--- src/rtl/de_pkg.sv ---
// Decode-stage constants and the decoded control bundle shared by the ROM and the queue.
package de_pkg;
   localparam logic [7:0] OP_ADD_RM_R  = 8'h01;
   localparam logic [7:0] OP_ADD_R_RM  = 8'h03;
   localparam logic [7:0] OP_MOV_RM_R  = 8'h89;
   localparam logic [7:0] OP_MOV_R_RM  = 8'h8B;
   localparam logic [7:0] OP_JMP_REL32 = 8'hE9;
   localparam logic [7:0] OP_NOP       = 8'h90;

   localparam logic [1:0] ALU_MOV = 2'b00;
   localparam logic [1:0] ALU_ADD = 2'b11;

   localparam logic [2:0] JMP_NONE  = 3'b000;
   localparam logic [2:0] JMP_REL32 = 3'b001;

   localparam int DISP_MAX = 32;

   typedef struct packed {
      logic                re;
      logic                we;
      logic                rmsel;
      logic                ro_needed;
      logic                rm_needed;
      logic                illegal;
      logic [1:0]          alusel;
      logic [2:0]          jmp;
      logic [7:0]          modrm;
      logic [DISP_MAX-1:0] disp;
   } de_bundle_t;
endpackage

--- src/rtl/de_decode_rom.sv ---
// Combinational decode of opcode + ModRM + disp32 into the decode control bundle.
module de_decode_rom
   import de_pkg::*;
(
   input  logic [7:0]          opcode,
   input  logic [7:0]          modrm,
   input  logic [DISP_MAX-1:0] disp,
   output de_bundle_t          bundle
);
   logic mem;
   assign mem = (modrm[7:6] != 2'b11);

   always_comb begin
      bundle = '0;
      case (opcode)
         OP_ADD_RM_R: begin
            bundle.alusel    = ALU_ADD;
            bundle.re        = mem;
            bundle.we        = mem;
            bundle.rmsel     = 1'b1;
            bundle.ro_needed = 1'b1;
            bundle.rm_needed = 1'b1;
            bundle.modrm     = modrm;
            bundle.disp      = disp;
         end
         OP_ADD_R_RM: begin
            bundle.alusel    = ALU_ADD;
            bundle.re        = mem;
            bundle.ro_needed = 1'b1;
            bundle.rm_needed = 1'b1;
            bundle.modrm     = modrm;
            bundle.disp      = disp;
         end
         OP_MOV_RM_R: begin
            bundle.alusel    = ALU_MOV;
            bundle.we        = mem;
            bundle.rmsel     = 1'b1;
            bundle.ro_needed = 1'b1;
            bundle.modrm     = modrm;
            bundle.disp      = disp;
         end
         OP_MOV_R_RM: begin
            bundle.alusel    = ALU_MOV;
            bundle.re        = mem;
            bundle.rm_needed = 1'b1;
            bundle.modrm     = modrm;
            bundle.disp      = disp;
         end
         OP_JMP_REL32: begin
            bundle.jmp  = JMP_REL32;
            bundle.disp = disp;
         end
         OP_NOP:  bundle = '0;
         // Unknown opcodes still occupy a slot so AG sees them in program order.
         default: bundle.illegal = 1'b1;
      endcase
   end
endmodule

--- src/rtl/de_stage_q.sv ---
// Decode stage: decodes fetch words and buffers them in an in-order queue toward AG.
module de_stage_q
   import de_pkg::*;
#(
   parameter int IW    = 128,
   parameter int DW    = 32,
   parameter int DEPTH = 4
) (
   input  logic                     clk,
   input  logic                     reset,
   input  logic                     fe_v,
   input  logic [IW-1:0]            instr,
   output logic                     de_ready,
   input  logic                     flush,
   input  logic                     reg_dep,
   input  logic                     mem_dep,
   input  logic                     mr_stall,
   input  logic                     mw_stall,
   output logic                     ag_vin,
   output logic                     ld_ag,
   output logic                     de_re,
   output logic                     de_we,
   output logic                     de_rmsel,
   output logic                     ro_needed,
   output logic                     rm_needed,
   output logic                     de_illegal,
   output logic [1:0]               de_alusel,
   output logic [2:0]               de_jmp,
   output logic [7:0]               de_modrm,
   output logic [DW-1:0]            de_disp,
   output logic [$clog2(DEPTH):0]   de_count
);
   localparam int AW = $clog2(DEPTH);

   de_bundle_t       dec;
   de_bundle_t       head;
   de_bundle_t       store [DEPTH];
   logic [AW-1:0]    rd_ptr;
   logic [AW-1:0]    wr_ptr;
   logic [AW:0]      count;
   logic             empty;
   logic             full;
   logic             enq;
   logic             deq;
   logic             unused_bits;

   assign unused_bits = ^instr[IW-1:48];

   de_decode_rom u_rom (
      .opcode (instr[7:0]),
      .modrm  (instr[15:8]),
      .disp   (instr[47:16]),
      .bundle (dec)
   );

   assign empty    = (count == '0);
   assign full     = (count == (AW+1)'(DEPTH));
   assign de_ready = !full;
   assign ld_ag    = !(mem_dep | mr_stall | mw_stall);
   assign ag_vin   = !empty && !reg_dep;

   // Flush and reset win over any same-cycle handshake.
   assign enq = fe_v && !full && !flush && !reset;
   assign deq = ag_vin && ld_ag && !flush && !reset;

   always_ff @(posedge clk) begin
      if (reset || flush) begin
         rd_ptr <= '0;
         wr_ptr <= '0;
         count  <= '0;
      end else begin
         if (enq) wr_ptr <= wr_ptr + AW'(1);
         if (deq) rd_ptr <= rd_ptr + AW'(1);
         case ({enq, deq})
            2'b10:   count <= count + (AW+1)'(1);
            2'b01:   count <= count - (AW+1)'(1);
            default: count <= count;
         endcase
      end
   end

   always_ff @(posedge clk) begin
      if (enq) store[wr_ptr] <= dec;
   end

   assign head = empty ? '0 : store[rd_ptr];

   assign de_re      = head.re;
   assign de_we      = head.we;
   assign de_rmsel   = head.rmsel;
   assign ro_needed  = head.ro_needed;
   assign rm_needed  = head.rm_needed;
   assign de_illegal = head.illegal;
   assign de_alusel  = head.alusel;
   assign de_jmp     = head.jmp;
   assign de_modrm   = head.modrm;
   assign de_disp    = head.disp[DW-1:0];
   assign de_count   = count;
endmodule

--- config.mk ---
export PLATFORM = sky130hd
export DESIGN_NAME = de_stage_q
export DESIGN_NICKNAME = d
export VERILOG_FILES = /design/src/rtl/de_pkg.sv /design/src/rtl/de_decode_rom.sv /design/src/rtl/de_stage_q.sv
export SDC_FILE = /design/constraint.sdc
export NUM_CORES = 1
export LEC_CHECK = 0
export CORE_MARGIN = 3
export CORE_UTILIZATION = 38
export CTS_CLUSTER_SIZE = 8
export DETAILED_ROUTE_END_ITERATION = 8
export PLACE_DENSITY = 0.73
export SETUP_SLACK_MARGIN = 0.4
export SLEW_MARGIN = 20
export SYNTH_ARGS = -nofsm -noshare
export SYNTH_HDL_FRONTEND = slang
export SYNTH_SLANG_ARGS = --single-unit
--- constraint.sdc ---
create_clock -name clk -period 3.43 [get_ports clk]
set_input_delay 0.686 -clock clk [delete_from_list [all_inputs] [get_ports clk]]
set_output_delay 0.686 -clock clk [all_outputs]
set_load 0.02 [all_outputs]
==> summary.txt <==
Mapped Cells - 437
Reg2reg setup slack - 1060 ps
RSZ-0062 raised after global routing - false
Post-synth EDFFs - 192
Distinct cells, synth - 41
Clock latency on the worst-skew pair - 500 ps
Chip Width - 154.4 µm
Gr usage total - 14.21%
Critical Path End Type - output pin
Largest stage delay on the critical path - 520 ps
Clock root cell - clkbuf_16
Pwr dens - 498.3 nW/µm²
Asr flop ratio synth - 0%
Total CTS buffers - 29
Status - finished clean
RD Place Congestion - 0.7331
Port bufs - 110
CTS tree - done
Worst r2r dst - de_count[2]$_SDFFE_PP0P_
Slowest CP cell - mux4_2
Core area - 21350 µm²
Max Slew Vio Count - 0
Leading area contributor after synthesis - edfxtp_1
DIE AREA - 23840 µm²
Final worst slack - 536.4 ps
Filler instances - 1754
Final Setup Violations - 0
Routed len/inst - 19.72 µm
Ranking of synthesized cells by area - edfxtp_1 (69%), mux4_2 (13%), a21boi_2 (4.0%), nor2b_1 (3.6%), dfxtp_1 (2.2%)
Clk slew on worst S/H paths - 50 ps
Starting Density - 39.20%
Via count - 4390
DRC violations left - 0
H-tree levels - 1
Fin area - 10710 µm²
Worst Hold Depth - 2
CP Class - register to output pin
Seq/Total Area, Yosys - 71.03%
Setup WS pre-CTS - 241.7 ps
Startpoint Class - register
TritonRoute pass-1 iters - 4
Die height - 154.4 µm
Most common cell in the netlist - edfxtp_1
Fin. Hold Viols - 0
Setup TNS - 0 ps
Initial drt markers - 198
Top FF cell, synth - edfxtp_1
Sink Count - 201
Period utilization - 84.36%
Initial antenna violation count - 0
Pin count of the biggest net entering global routing - 49
Crit-path max FO - 24
Worst reg-to-reg path cell count - 9
Crit path DAT - 2210 ps
Leak pwr - 3.697 nW
Critical R2R Launch - de_count[0]$_SDFFE_PP0P_
Hold WC Path Type - register to register
Post-DP HPWL - 9.945 mm
Commonest cells post-synth - edfxtp_1 (192), mux4_2 (48), nor2b_1 (48)
Relative slew margins - 55.82%
Io pins - 193
Final clock skew - 9.278 ps
Fmax - 0.3456 GHz
Synthesized area per cell - 19.15 µm²
Critical-path cell list - buf_16, mux4_2, nor2b_1, dlygate4sd2_1
Worst VDD drop - 307.8 µV
P&R area growth vs syn - 27.91%
Gr ovfl total - 0
#FFs+latches synth - 201
Hold_sp - rd_ptr[1]$_SDFFE_PP0P_
N_diodes - 0
Vias in the first global route - 4780
Max Cap Viol - 0
Worst EP required - 2740 ps
YS warnings - 0
Longest Clk Path Bufs - 3
Worst Tran Pin Value - 661.5 ps
First-pass GRT wire length - 26.83 mm
Post-synth top area share - 68.88%
Post-DR vias/cell - 5.069
Nets@finish - 711
Min cycle time layout - 2894 ps
Share of cells above drive strength 1 - 23.01%
Post-Syn Area - 8371 µm²
Routed Antenna Nets - 0
Row Count - 53
Drt total wl - 17.08 mm
Post-placement cell area - 9808 µm²
## logic make-up (layout without fill, tap and decap cells)
| logic type | after synthesis | count (layout) | share of synthesized area, % |
|---|---|---|---|
| adders and majority gates | 6 | 6 | 0.9866 |
| muxes | 49 | 49 | 13.03 |
| AOI/OAI and AO/OA | 48 | 48 | 5.531 |
| buffers and inverters | 35 | 188 | 2.227 |
| and+or+nand+nor | 94 | 94 | 6.831 |
| xor gates and xnor gates | 3 | 3 | 0.3140 |
| DFF | 201 | 201 | 71.03 |
| other | 1 | 2 | 0.04480 |
## sequential cells by signal, indices dropped and copies added (netlist names), named ones only
name	flops
store	192
de_count	3
rd_ptr	2
wr_ptr	2
## where the power goes
part	total [mW]	internal (mW)	switching (mW)
combinational	0.149	0.0847	0.0639
sequential	2.68	2.68	0.00399
clock	2.51	1.57	0.936
## worst max-delay path: cells and delay by family (launching register included)
kind / cells / cell delay [ps]
muxes: 1 / 520
and+or+nand+nor: 1 / 160
DFF: 1 / 420
buffers and inverters: 2 / 580
## area by class of cell
type                       count  area [µm²]  area share, %
multi-input combinational    202        2252          21.04
timing repair buffer         125        1301          12.15
sequential                   201        5951          55.58
clock buffer                  52       812.0          7.584
inverter                      10       37.54         0.3506
tap                          275       344.1          3.214
clock inverter                 1       8.758        0.08180
## per-stage QoR
step / power [mW] / hold WS [ps] / utilization (%) / cells
finish: 5.335 / 488.6 / 50.14 / 866
global route: 5.548 / 525.6 / 50.14 / 866
CTS: 5.409 / 486.7 / 49.78 / 865
detailed placement: 2.876 / 480.4 / 45.93 / 811
global placement: 2.872 / 465.5 / 45.93 / 811
floorplan: 2.785 / 445.9 / - / 438
## what timing repair did
item                                    in CTS  in global routing
endpoints found under the setup margin      49                 21
cloned                                       1                  1
hold endpoints to repair                     0                  0
buffers inserted                             0                  0
hold buffers                                 0                  0
resized for setup                           30                 21
pin swaps                                    0                  0
## cells in the final DEF, fill, tap and decap left out, drive strengths merged, types with 4 or more instances in the layout
cell type,count
inv,10
dfxtp,9
mux4,48
dlymetal6s2s,21
nor3,4
buf,14
clkbuf,53
clkdlybuf4s50,61
a21boi,32
nor2,7
ha,5
and2,12
dlygate4sd2,28
a21oi,7
nor2b,48
edfxtp,192
## layer usage
layer	share of wire [%]	wire [µm]	global-route usage, %	vias to the layer above
met3	5.4	926	3.106	25
li1	-	-	-	1998
met2	50	8516	23.96	124
met4	1.5	259	3.490	0
met1	43	7374	18.95	2243
met5	0	0	0	-
## worst max-delay path by stage
stage | to | startpoint | cells after the start
after floorplan | de_count[2]$_SDFFE_PP0P_ | reset | 9
after global placement | de_count[2]$_SDFFE_PP0P_ | reset | 9
after detailed placement | de_count[2]$_SDFFE_PP0P_ | reset | 9
after CTS | rm_needed | register | 4
after global routing | de_disp[26] | register | 4
final | de_illegal | register | 4
(Power assumes the default switching activity.)
